**src/rtl/irq_pkg.sv**
```systemverilog
// Shared sizing and FSM encoding for the request-capture stage in front of the 16-to-4 encoder.
package irq_pkg;

  localparam int N      = 16;
  localparam int CODE_W = 4;

  typedef enum logic [1:0] {
    IDLE  = 2'd0,
    REQ   = 2'd1,
    CLEAR = 2'd2
  } irq_state_t;

endpackage

```
**src/rtl/req_edge_det.sv**
```systemverilog
// Rising-edge detector for the raw request lines; req_prev tracks req_in even during reset.
module req_edge_det #(
  parameter int DATA_W = 16
) (
  input  logic              clk,
  input  logic              rst,
  input  logic [DATA_W-1:0] req_in,
  output logic [DATA_W-1:0] rise
);

  logic [DATA_W-1:0] req_prev;

  // Loading during reset too means lines already high at release never look like new edges.
  always_ff @(posedge clk) begin
    req_prev <= req_in;
  end

  assign rise = rst ? '0 : (req_in & ~req_prev);

endmodule

```
**src/rtl/irq_pending_latch.sv**
```systemverilog
// Latches request edges into a pending register, masks them toward the external encoder,
// and serves the encoder's winning code through a single irq/ack handshake.
module irq_pending_latch
  import irq_pkg::*;
(
  input  logic              clk,
  input  logic              rst,
  input  logic [N-1:0]      req_in,
  input  logic              mask_wr,
  input  logic [N-1:0]      mask_din,
  output logic [N-1:0]      mask_q,
  output logic [N-1:0]      pend_vec,
  input  logic [CODE_W-1:0] enc_code,
  output logic              irq,
  output logic [CODE_W-1:0] irq_code,
  input  logic              ack
);

  logic [N-1:0]      rise;
  logic [N-1:0]      pending;
  logic [N-1:0]      clr;
  logic              any;
  irq_state_t        state_q, state_d;
  logic              irq_d;
  logic [CODE_W-1:0] code_d;

  req_edge_det #(.DATA_W(N)) u_edge (
    .clk    (clk),
    .rst    (rst),
    .req_in (req_in),
    .rise   (rise)
  );

  assign pend_vec = pending & mask_q;
  // The encoder reports 0 for both bit 0 and an empty vector, so qualify locally.
  assign any      = |pend_vec;

  always_ff @(posedge clk) begin
    if (rst) begin
      pending <= '0;
      mask_q  <= '1;
    end else begin
      // A new edge on the bit being cleared wins, so the request is not lost.
      pending <= (pending & ~clr) | rise;
      if (mask_wr) begin
        mask_q <= mask_din;
      end
    end
  end

  always_ff @(posedge clk) begin
    if (rst) begin
      state_q  <= IDLE;
      irq      <= 1'b0;
      irq_code <= '0;
    end else begin
      state_q  <= state_d;
      irq      <= irq_d;
      irq_code <= code_d;
    end
  end

  always_comb begin
    state_d = state_q;
    irq_d   = irq;
    code_d  = irq_code;
    clr     = '0;
    case (state_q)
      IDLE: begin
        if (any) begin
          code_d  = enc_code;
          irq_d   = 1'b1;
          state_d = REQ;
        end
      end
      REQ: begin
        // irq_code is frozen here, so later mask changes cannot redirect the clear.
        if (ack) begin
          clr[irq_code] = 1'b1;
          irq_d         = 1'b0;
          state_d       = CLEAR;
        end
      end
      CLEAR: begin
        state_d = IDLE;
      end
      default: begin
        irq_d   = 1'b0;
        state_d = IDLE;
      end
    endcase
  end

endmodule

```
**config.mk**
```make
export PLATFORM = sky130hd
export DESIGN_NAME = irq_pending_latch
export DESIGN_NICKNAME = d
export VERILOG_FILES = /design/src/rtl/irq_pkg.sv /design/src/rtl/req_edge_det.sv /design/src/rtl/irq_pending_latch.sv
export SDC_FILE = /design/constraint.sdc
export NUM_CORES = 1
export LEC_CHECK = 0
export BUFFER_PORTS_ARGS = -buffer_cell sky130_fd_sc_hd__buf_2
export CORE_ASPECT_RATIO = 0.5
export CORE_MARGIN = 4
export CORE_UTILIZATION = 49
export DETAILED_ROUTE_END_ITERATION = 8
export GPL_ROUTABILITY_DRIVEN = 0
export HOLD_SLACK_MARGIN = 0.1
export PLACE_DENSITY = 0.79
export SKIP_LAST_GASP = 1
export SYNTH_ARGS = -nofsm -noshare
export SYNTH_HDL_FRONTEND = slang
export SYNTH_HIERARCHICAL = 1
export SYNTH_SLANG_ARGS = --single-unit
```
**constraint.sdc**
```tcl
create_clock -name clk -period 1.91 [get_ports clk]
set_input_delay 0.382 -clock clk [delete_from_list [all_inputs] [get_ports clk]]
set_output_delay 0.382 -clock clk [all_outputs]
set_load 0.05 [all_outputs]
```
## Word-level counts from Yosys, hierarchy flattened

Index checks and enable logic that the tools add are counted.
Widths: inputs -> output; s select.

- Memory bits (read-only): 0
- Latch bits: 0
- Register bits: 55
- Memories: 0
- Word-level logic and storage cells: 36
- Output and inout port bits: 37
- Memory bits (writable): 0

- Divide/modulo/power cells: 0
- Reduce and logical (&&, ||, !) cells: 6
- Add/subtract/negate cells: 0
- Multipliers: 0
- Magnitude comparators: 2
- Eq/ne operators: 4
- Bitwise logic cells: 7
- Shift-type cells: 0
- Muxes and demuxes: 11

Operators with widths:

| operator | number |
|---|---|
| $and 16x16->16 | 3 |
| $mux 16 | 3 |
| $not 16->16 | 2 |
| $or 16x16->16 | 1 |
| $reduce_or 16->1 | 1 |
| $lt 4x5->1 const B | 1 |
| $demux 1 s4 | 1 |
| $ge 4x1->1 const B | 1 |
| $mux 2 | 2 |
| $ne 2x2->1 const B | 2 |
| $pmux 2 s2 | 1 |
| $reduce_and 2->1 | 2 |
| $mux 1 | 3 |
| $pmux 1 s3 | 1 |
| $reduce_and 3->1 | 1 |
| $eq 2x1->1 const B | 1 |
| $eq 2x2->1 const B | 1 |
| $logic_not 2->1 | 1 |
| $logic_and 1x1->1 | 1 |
| $not 1->1 | 1 |

## Longest topological paths before layout

Gate-level depths: netlist (run 1).

- Word-level depth: 9
- Gate-level depth with buffers: 5
- Mapped depth without buffers: 4

## Cells and area by module

The synthesis (run 1) kept the hierarchy.

Modules (own cells, without submodules):

| module | times used | cells each | area each (µm²) |
|---|---|---|---|
| irq_pending_latch | 1 | 195 | 1654.1 |
| req_edge_det | 1 | 34 | 521.8 |

## Least setup slack after synthesis (run 1)

No wires, ideal clock.

- Path kind: reg2reg
- From: register irq_code[2]
- To: register pending[4]
- Cell stages (with the launch flop): 4
- Path buffers: 0
- Slack: 0.312 ns
- Data required time: 1.778 ns
- Arrival time: 1.467 ns
- Cell sequence: dfxtp_1 or4b_4 o31ai_2 a21oi_1

- Word-level cells in the longest chain between the ends: 9
- Elaborated cells on any way between the ends: 10

Ends and longest elaborated chain:

| item | RTL line | RTL |
|---|---|---|
| start, declared | irq_pending_latch.sv:15 | `output logic [CODE_W-1:0] irq_code,` |
| start signal, assigned | irq_pending_latch.sv:59 | `irq_code <= code_d;` |
| $lt 4x5->1 (implied by the code) or $ge 4x1->1 (tied branches) | irq_pending_latch.sv:79 | `clr[irq_code] = 1'b1;` |
| $logic_and 1x1->1 (implied by the code) | irq_pending_latch.sv:79 |  |
| $mux 1 (implied by the code) | irq_pending_latch.sv:79 |  |
| $demux 1 s4 (*) | irq_pending_latch.sv:79 |  |
| $mux 16 (*) | irq_pending_latch.sv:78 | `if (ack) begin` |
| $mux 16 (*) | irq_pending_latch.sv:68 | `case (state_q)` |
| $not 16->16 (*) | irq_pending_latch.sv:44 | `pending <= (pending & ~clr) \| rise;` |
| $and 16x16->16 (*) | irq_pending_latch.sv:44 |  |
| $or 16x16->16 (*) | irq_pending_latch.sv:44 |  |
| end signal, assigned | irq_pending_latch.sv:44 |  |
| end, declared | irq_pending_latch.sv:20 | `logic [N-1:0] pending;` |

Every way passes the cells marked *; elsewhere a longest branch is shown, timed or not.
A chain may end at the register's enable or synchronous reset.

## Worst setup path after layout (run 1)

- From: register irq_code[1]
- To: output irq_code[1]

No word-level cell between the ends.

==> results of run 1 <==
[final timing paths]
| kind | startpoint | endpoint | slack, ns |
|---|---|---|---|
| worst max-delay path | irq_code[1]$_SDFFE_PP0P_ | irq_code[1] | 0.38 |
| worst min-delay path | req_in[1] | u_edge/req_prev[1]$_DFF_P_ | 0.18 |
| worst max register to register | state_q[0]$_SDFFE_PP0P_ | pending[4]$_SDFF_PP0_ | 0.43 |
| worst min register to register | u_edge/req_prev[2]$_DFF_P_ | pending[2]$_SDFF_PP0_ | 0.48 |
[state kept, by name (all words and copies together), names as in the netlist]
signal,flops
mask_q,16
pending,16
u_edge/req_prev,16
irq_code,4
state_q,2
irq,1
[cell type report]
class / instances / area [um^2]
Fill cell: 345 / 1410
Sequential cell: 55 / 1100
Multi-Input combinational cell: 132 / 892
Timing Repair Buffer: 77 / 400
Inverter: 31 / 116
Clock buffer: 8 / 100
Tap cell: 54 / 67.6
[metal layers]
metal  global-route usage, %  routed length [um]  vias to the layer above
met5                       0                   0                        -
met4                    6.75                  49                        0
met3                    4.38                 411                        6
met2                    32.6                2350                       52
met1                    26.5                2500                      829
li1                        -                   -                      910
[cells by family (layout without fill, tap and decap cells)]
family / Yosys count / after routing / share of synthesized area, %
and+or+nand+nor: 77 / 77 / 23.3
muxes: 4 / 4 / 1.84
AOI/OAI and AO/OA: 51 / 51 / 15.8
buffers and inverters: 42 / 116 / 8.40
DFF: 55 / 55 / 50.6
[cell usage in the layout, fill, tap and decap left out]
master	Yosys	final
a211o_1	16	16
a21oi_1	16	16
and2_0	1	1
and4b_1	1	1
buf_12	1	1
buf_2	1	76
clkbuf_1	8	1
clkbuf_8	0	7
dfxtp_1	55	55
inv_1	31	31
mux2i_1	4	4
nand2_1	18	18
nand2_2	1	1
nand2b_1	11	11
nand3_1	1	1
nand4_1	4	4
nor2_1	4	4
nor2b_1	16	16
nor3_1	1	1
nor3b_1	6	6
nor3b_2	10	10
o211a_1	1	1
o21ai_0	13	13
o21ba_1	1	1
o31ai_1	2	2
o31ai_2	1	1
o41a_1	1	1
or4_1	2	2
or4b_4	1	1
[where the power goes]
part	internal, mW	switching [mW]
logic	0.168	0.345
clock network	0.331	0.355
registers	1.23	0.0732
total	1.73	0.773
[stage by stage]
stage / power [mW] / std cells / hold WS, ns / setup slack, ns
2_1_floorplan: 1.69 / 229 / 0.410 / 0.312
3_3_place_gp: 1.82 / 349 / 0.467 / 0.437
3_5_place_dp: 1.84 / 349 / 0.469 / 0.394
4_1_cts: 2.52 / 357 / 0.172 / 0.370
5_1_grt: 2.62 / 357 / 0.163 / 0.300
6_report: 2.50 / 357 / 0.179 / 0.379
==> results.json, run 1 <==
{
  "place_area_um2": 2580,
  "hold_viol": 0,
  "syn-num-nets": 269,
  "max_freq_mhz": 653,
  "numCtsBuffers": 5,
  "powerDensity_nw_per_um2": 934,
  "vias": 1797,
  "die_h_um": 55.1,
  "ir_drop_v": 0.000345,
  "cts_hold_buf": 0,
  "post_cts_buffers": 0,
  "cp-start-kind": "flop",
  "ys_types": 29,
  "cp_num_cells": 1,
  "synth_area_per_cell_um2": 9.50,
  "clock_latency_ns": 0.31,
  "worstPathCellList": "buf_2",
  "htreeDepth": 2,
  "cts.repair.resized": 0,
  "crit_path_max_fanout": 9,
  "grt_pass1_wl_mm": 8.21,
  "port_buffers": 76,
  "crit_buf_inv": 1,
  "antennaDiodeCount": 0,
  "die_area_um2": 5640,
  "final_util_pct": 65.6,
  "remaining_drc_errors": 0,
  "synth.yosys.seq_area_share_pct": 50.6,
  "fin_worst_skew_ns": 0.00788,
  "synth_top_area_share_pct": 50.6,
  "tns_ns": 0,
  "final_area_um2": 2680,
  "num_rows": 16,
  "synthArstFlopShare_pct": 0,
  "synth_edf_count": 0,
  "antenna_found_initial": 0,
  "critPathSlowestCell": "dfxtp_1",
  "critPathMaxStageDelay_ns": 0.52,
  "drv_slew": 0,
  "min_period_over_period_pct": 80.2,
  "clock-sinks": 55,
  "drtIter0Drc": 75,
  "ctsRootBufferMaster": "clkbuf_8",
  "hpwl_mm": 4.03,
  "drive_gt1_share_pct": 32.0,
  "cp.required_ns": 1.53,
  "finalCriticalPeriod_ns": 1.53,
  "totalWireLength_mm": 5.31,
  "track_usage_pct": 19.9,
  "nets": 342,
  "syn_area_um2": 2180,
  "synthesis.instances": 229,
  "synth_ff_type": "dfxtp_1",
  "ant_nets": 0,
  "post_drt_wl_per_cell_um": 14.9,
  "outcome": "complete, no violations",
  "reg2reg_depth": 4,
  "cts_buffer_depth": 2,
  "cp_data_arrival_time_ns": 1.15,
  "hp-class": "in2reg",
  "ys_warn_count": 6,
  "grt_max_degree": 60,
  "ios": 77,
  "path_delay_family": "flip-flops",
  "worstSetupEndpointType": "primary output",
  "synth.area.top_cells": "dfxtp_1 51%, a211o_1 6.4%, nor3b_2 5.8%",
  "synth.most_common_cell": "dfxtp_1",
  "yosysTopAreaCell": "dfxtp_1",
  "tightest_slew_ns": 0.509,
  "core_area_um2": 4080,
  "vias_per_cell": 5.03,
  "grt_overflow": 0,
  "cts_tree": "done",
  "first_pass_iters": 4,
  "finalSetupViolations": 0,
  "clk_pin_slew_ns": 0.09,
  "syn_to_final_growth_pct": 23.1,
  "timing.max_cap.violations": 0,
  "start_util_pct": 53.3,
  "ys_ff_latch": 55,
  "synth.top_cells.by_count": "55 x dfxtp_1, 31 x inv_1, 18 x nand2_1",
  "power_leakage_nw": 1.29,
  "first_global_vias": 1706,
  "die_x_um": 102,
  "holdPathStages": 1,
  "rsz0062_at_grt": "false",
  "max_slew_margin_pct": 66.1,
  "worstSetupPathType": "reg2out"
}
Power figures use the tool's default switching activity.
==> run 2, diff against run 1 <==
--- a/config.mk
+++ b/config.mk
@@ -8,11 +8,11 @@
 export BUFFER_PORTS_ARGS = -buffer_cell sky130_fd_sc_hd__buf_2
 export CORE_ASPECT_RATIO = 0.5
 export CORE_MARGIN = 4
-export CORE_UTILIZATION = 49
+export CORE_UTILIZATION = 44
 export DETAILED_ROUTE_END_ITERATION = 8
 export GPL_ROUTABILITY_DRIVEN = 0
 export HOLD_SLACK_MARGIN = 0.1
-export PLACE_DENSITY = 0.79
+export PLACE_DENSITY = 0.75
 export SKIP_LAST_GASP = 1
 export SYNTH_ARGS = -nofsm -noshare
 export SYNTH_HDL_FRONTEND = slang
==> constraint.sdc (replaced) <==
create_clock -name clk -period 1.3 [get_ports clk]
set_input_delay 0.26 -clock clk [delete_from_list [all_inputs] [get_ports clk]]
set_output_delay 0.26 -clock clk [all_outputs]
set_load 0.05 [all_outputs]
==> run 2 against run 1 <==
  * Clock power grew 73%
  * The flow now finishes with violations (negative setup slack)
  * Via count rose by 14%
  * Largest power group unchanged
  * Clock skew about the same
  * Critical path type is now reg2reg
  * Final area rose by 32%
  * Count of clock-buffer cells in the layout decreased by 3
  * Highest routed layer unchanged
==> results.json, run 2 (synthesized netlist as in run 1, its figures left out) <==
{
  "vias": 2048,
  "ir_drop_v": 0.000568,
  "clk_pin_slew_ns": 0.10,
  "ctsRootBufferMaster": "clkbuf_8",
  "final_common_cell": "buf_2",
  "die_h_um": 57.7,
  "core_area_um2": 4570,
  "clock-sinks": 55,
  "drv_slew": 0,
  "nFillCells": 301,
  "tightest_slew_ns": 0.529,
  "hold_viol": 0,
  "first_pass_iters": 4,
  "regArea_um2": 1190,
  "crit_path_max_fanout": 2,
  "final_util_pct": 77.0,
  "ios": 77,
  "syn_to_final_growth_pct": 61.9,
  "max_freq_mhz": 687,
  "port_buffers": 76,
  "cp_data_arrival_time_ns": 1.67,
  "tns_ns": -1.00,
  "die_area_um2": 6200,
  "timing.max_cap.violations": 0,
  "drt-met1-wl_mm": 2.86,
  "max_slew_margin_pct": 64.7,
  "met3_length_um": 500,
  "powerDensity_nw_per_um2": 1180,
  "drtIter0Drc": 96,
  "topRoutingLayerUsed": "met4",
  "vias_per_cell": 4.86,
  "post_drt_wl_per_cell_um": 14.6,
  "r2r_end": "state_q[0]$_SDFFE_PP0P_",
  "hp-class": "in2reg",
  "totalWireLength_mm": 6.16,
  "htreeDepth": 2,
  "final_area_um2": 3520,
  "rrSetupSlack_ns": -0.16,
  "start_util_pct": 47.6,
  "cts_buffer_depth": 2,
  "worstSetupEndpointType": "flop",
  "cp-start-kind": "flop",
  "grt_max_degree": 35,
  "holdPathStages": 2,
  "antennaDiodeCount": 0,
  "nets": 394,
  "ant_nets": 0,
  "dr_wl_met2_mm": 2.77,
  "whs_ns": 0.146,
  "power_leakage_nw": 1.60,
  "outcome": "finished, violations left",
  "remaining_drc_errors": 0,
  "layout_common_cells": "48 x buf_2, 35 x buf_4, 23 x dfxtp_2, 21 x inv_1, 17 x dfxtp_1",
  "final_cells": 421,
  "top_regs": "mask_q (16), pending (16), u_edge/req_prev (16)",
  "min_period_over_period_pct": 112,
  "numCtsBuffers": 5,
  "worstHoldStart": "mask_din[13]",
  "drive_gt1_share_pct": 57.5,
  "grt_overflow": 0,
  "dp_cells": 389,
  "cts_tree": "done",
  "worstSetupPathType": "reg2reg",
  "cp.required_ns": 1.52,
  "finalSetupViolations": 16,
  "layout_setup_ws_ns": -0.156,
  "antenna_found_initial": 0,
  "place_area_um2": 2890,
  "pre_cts_ws_ns": -0.153,
  "track_usage_pct": 19.9,
  "r2r_start": "pending[13]$_SDFF_PP0_",
  "reg2reg_depth": 4,
  "hpwl_mm": 4.39,
  "finalCriticalPeriod_ns": 1.46,
  "die_x_um": 107,
  "multiInputGateArea_um2": 978,
  "holdPathEnd": "mask_q[13]$_SDFFE_PP1P_",
  "violations": "negative setup slack",
  "num_rows": 17,
  "clock_latency_ns": 0.31,
  "first_global_vias": 1944,
  "rsz0062_at_grt": "true",
  "finalPower_mw": 4.14,
  "grt_pass1_wl_mm": 9.80,
  "fin_worst_skew_ns": 0.00802
}
run 2: changes by cell type in the layout (fill, tap and decap cells not counted), sizes merged:
cell	previous run	this run
bufinv	0	1
clkbuf	8	12
buf	77	106
dlygate4sd3	0	16
inv	31	33
run 2: report_power, final:
part           switching, mW  total [mW]  internal, mW
logic                  0.589        1.03         0.442
registers              0.112        1.92          1.81
clock network          0.597        1.19         0.595
total                   1.30        4.14          2.85
run 2: per-layer routing:
layer  global-route usage [%]  vias to the layer above
met1                     29.3                      940
li1                         -                     1014
met3                     4.00                        6
met5                        0                        -
met2                     30.8                       88
met4                     3.60                        0
run 2: worst max-delay path by stage:
stage / cells after the start / startpoint / end / slack, ns
3_3_place_gp: 4 / pending[4]$_SDFF_PP0_ / state_q[0]$_SDFFE_PP0P_ / -0.09
2_1_floorplan: 5 / mask_q[13]$_SDFFE_PP1P_ / irq$_SDFFE_PP0P_ / -0.1
6_report: 4 / pending[13]$_SDFF_PP0_ / state_q[0]$_SDFFE_PP0P_ / -0.16
4_1_cts: 4 / mask_q[0]$_SDFFE_PP1P_ / state_q[0]$_SDFFE_PP0P_ / -0.14
5_1_grt: 4 / mask_q[0]$_SDFFE_PP1P_ / irq$_SDFFE_PP0P_ / -0.19
3_5_place_dp: 4 / mask_q[2]$_SDFFE_PP1P_ / irq$_SDFFE_PP0P_ / -0.15
run 2: worst max-delay path: stages (launching register included):
cell and delay, ns:
dfxtp_4 0.37, nand2_4 0.06, nand4_1 0.14, or4_1 0.56, o211a_1 0.22
run 2: layout make-up:
| cell class | count | share of cell area [%] |
|---|---|---|
| Multi-Input combinational cell | 132 | 27.8 |
| Tap cell | 66 | 2.34 |
| Clock buffer | 5 | 1.95 |
| Inverter | 31 | 3.87 |
| Sequential cell | 55 | 33.7 |
| Timing Repair Buffer | 129 | 29.0 |
| Clock inverter | 3 | 1.42 |
run 2: what timing repair did:
item,CTS,global route
pin swaps,12,10
endpoints found under the hold margin,16,0
buffers inserted,3,6
hold buffers,16,0
gates resized for setup,73,56
endpoints found under the setup margin,31,49
==> run 3, diff against run 2 <==
--- a/config.mk
+++ b/config.mk
@@ -8,11 +8,12 @@
 export BUFFER_PORTS_ARGS = -buffer_cell sky130_fd_sc_hd__buf_2
 export CORE_ASPECT_RATIO = 0.5
 export CORE_MARGIN = 4
-export CORE_UTILIZATION = 44
+export CORE_UTILIZATION = 46
+export CTS_BUF_LIST = sky130_fd_sc_hd__clkbuf_4
 export DETAILED_ROUTE_END_ITERATION = 8
 export GPL_ROUTABILITY_DRIVEN = 0
 export HOLD_SLACK_MARGIN = 0.1
-export PLACE_DENSITY = 0.75
+export PLACE_DENSITY = 0.78
 export SKIP_LAST_GASP = 1
 export SYNTH_ARGS = -nofsm -noshare
 export SYNTH_HDL_FRONTEND = slang
==> run 3 against run 2 <==
  * Critical path depth stayed put
  * Sequential power about the same
  * Cell count is 3.6% higher
  * Hold slack got worse by 0.041 ns
  * Critical path type unchanged
  * The run still ends with negative setup slack left
  * Clock skew increased by 0.014 ns
  * Largest power group unchanged
  * Fmax fell by 10%
  * Register-to-register slack worse by 0.16 ns
==> results.json, run 3 (synthesized netlist as in run 1, its figures left out) <==
{
  "cts_tree": "done",
  "violations": "negative setup slack",
  "hpwl_mm": 4.28,
  "rrSetupSlack_ns": -0.32,
  "drive_gt1_share_pct": 57.8,
  "num_rows": 17,
  "post_drt_wl_per_cell_um": 19.3,
  "tns_ns": -3.12,
  "worstSetupEndpointType": "flop",
  "rsz0062_at_grt": "true",
  "ant_nets": 0,
  "cp-endpoint": "irq_code[3]$_SDFFE_PP0P_",
  "die_h_um": 56.6,
  "drtIter0Drc": 239,
  "antennaDiodeCount": 0,
  "clock-sinks": 55,
  "remaining_drc_errors": 0,
  "r2r_end": "irq_code[3]$_SDFFE_PP0P_",
  "totalWireLength_mm": 8.40,
  "timing.max_cap.violations": 0,
  "powerDensity_nw_per_um2": 1050,
  "finalCriticalPeriod_ns": 1.62,
  "final_common_cell": "buf_2",
  "hold_viol": 0,
  "drv_slew": 0,
  "core_area_um2": 4490,
  "clock_latency_ns": 0.39,
  "first_global_vias": 2082,
  "worstSetupPathType": "reg2reg",
  "min_period_over_period_pct": 124,
  "grt_overflow": 0,
  "ir_drop_v": 0.000611,
  "top_regs": "mask_q (16), pending (16), u_edge/req_prev (16)",
  "hp-class": "in2reg",
  "die_x_um": 105,
  "reg2reg_depth": 4,
  "cts_buffer_depth": 2,
  "crit_path_max_fanout": 5,
  "clk_pin_slew_ns": 0.17,
  "max_freq_mhz": 618,
  "vias_per_cell": 5.35,
  "start_util_pct": 48.5,
  "antenna_found_initial": 0,
  "die_area_um2": 5960,
  "nets": 409,
  "ios": 77,
  "layout_common_cells": "41 x buf_2, 31 x dlygate4sd3_1, 23 x buf_6, 22 x dfxtp_2, 22 x buf_8",
  "syn_to_final_growth_pct": 74.9,
  "outcome": "finished, violations left",
  "ctsRootBufferMaster": "clkbuf_4",
  "numCtsBuffers": 5,
  "max_slew_margin_pct": 61.9,
  "grt_max_degree": 33,
  "r2r_start": "mask_q[8]$_SDFFE_PP1P_",
  "first_pass_iters": 5,
  "tightest_slew_ns": 0.572,
  "cp-start-kind": "flop",
  "port_buffers": 76,
  "fin_worst_skew_ns": 0.0222,
  "cp_data_arrival_time_ns": 1.90,
  "finalSetupViolations": 38,
  "startpoint": "mask_q[8]$_SDFFE_PP1P_",
  "htreeDepth": 2,
  "grt_pass1_wl_mm": 10.3,
  "power_leakage_nw": 1.69,
  "cp.required_ns": 1.58,
  "track_usage_pct": 22.0,
  "vias": 2334,
  "layout_setup_ws_ns": -0.317,
  "pre_cts_ws_ns": -0.128,
  "finalPower_mw": 3.98
}
run 3: changes by cell type in the layout (fill, tap and decap cells not counted), sizes merged:
cell,change
bufinv,-1
dlygate4sd3,+15
clkinv,+2
inv,-2
buf,+1
run 3: power by group:
part	total (mW)	internal, mW	switching [mW]
Clock	0.809	0.236	0.574
Combinational	1.24	0.552	0.692
Sequential	1.93	1.81	0.118
run 3: metal layers:
layer,global-route usage (%),wire length (um)
met5,0,0
met4,8.60,433
met3,4.25,721
met2,36.0,3810
met1,28.7,3430
run 3: how the worst min path moves through the flow:
stage / start / end / slack [ns] / depth (start not counted)
after floorplan: req_in[0] / u_edge/req_prev[0]$_DFF_P_ / 0.29 / 0
after global placement: req_in[2] / u_edge/req_prev[2]$_DFF_P_ / 0.38 / 1
after detailed placement: req_in[2] / u_edge/req_prev[2]$_DFF_P_ / 0.38 / 1
after CTS: mask_din[10] / mask_q[10]$_SDFFE_PP1P_ / 0.10 / 2
after global routing: mask_din[14] / mask_q[14]$_SDFFE_PP1P_ / 0.11 / 2
final: mask_din[14] / mask_q[14]$_SDFFE_PP1P_ / 0.10 / 2
run 3: cell type report:
class | instances | area [um^2]
repair buffers | 144 | 1310
fillers | 193 | 683
flip-flops and latches | 55 | 1190
clock buffers | 6 | 45.0
multi-input cells | 132 | 1030
clock inverters | 2 | 13.8
inverters | 31 | 141
well taps | 66 | 82.6
run 3: worst max-delay path, stage by stage, from the launching register on:
cell,delay (ns)
dfxtp_4,0.39
nand2_2,0.07
nand4_1,0.15
o41a_1,0.58
mux2i_1,0.32
run 3: through the flow:
step | area (um^2) | util, % | hold slack, ns | std cells
after floorplan | 2270 | - | 0.288 | 229
after global placement | 2850 | 63.4 | 0.376 | 385
after detailed placement | 2850 | 63.4 | 0.375 | 385
after CTS | 3520 | 78.5 | 0.100 | 427
after global routing | 3800 | 84.8 | 0.106 | 436
final | 3800 | 84.8 | 0.105 | 436
run 3: repair_timing:
item,CTS,global route
pin swaps,16,21
setup endpoints to repair,36,56
hold endpoints to repair,30,1
setup buffers,4,8
hold buffers,30,1
gates resized for setup,109,78
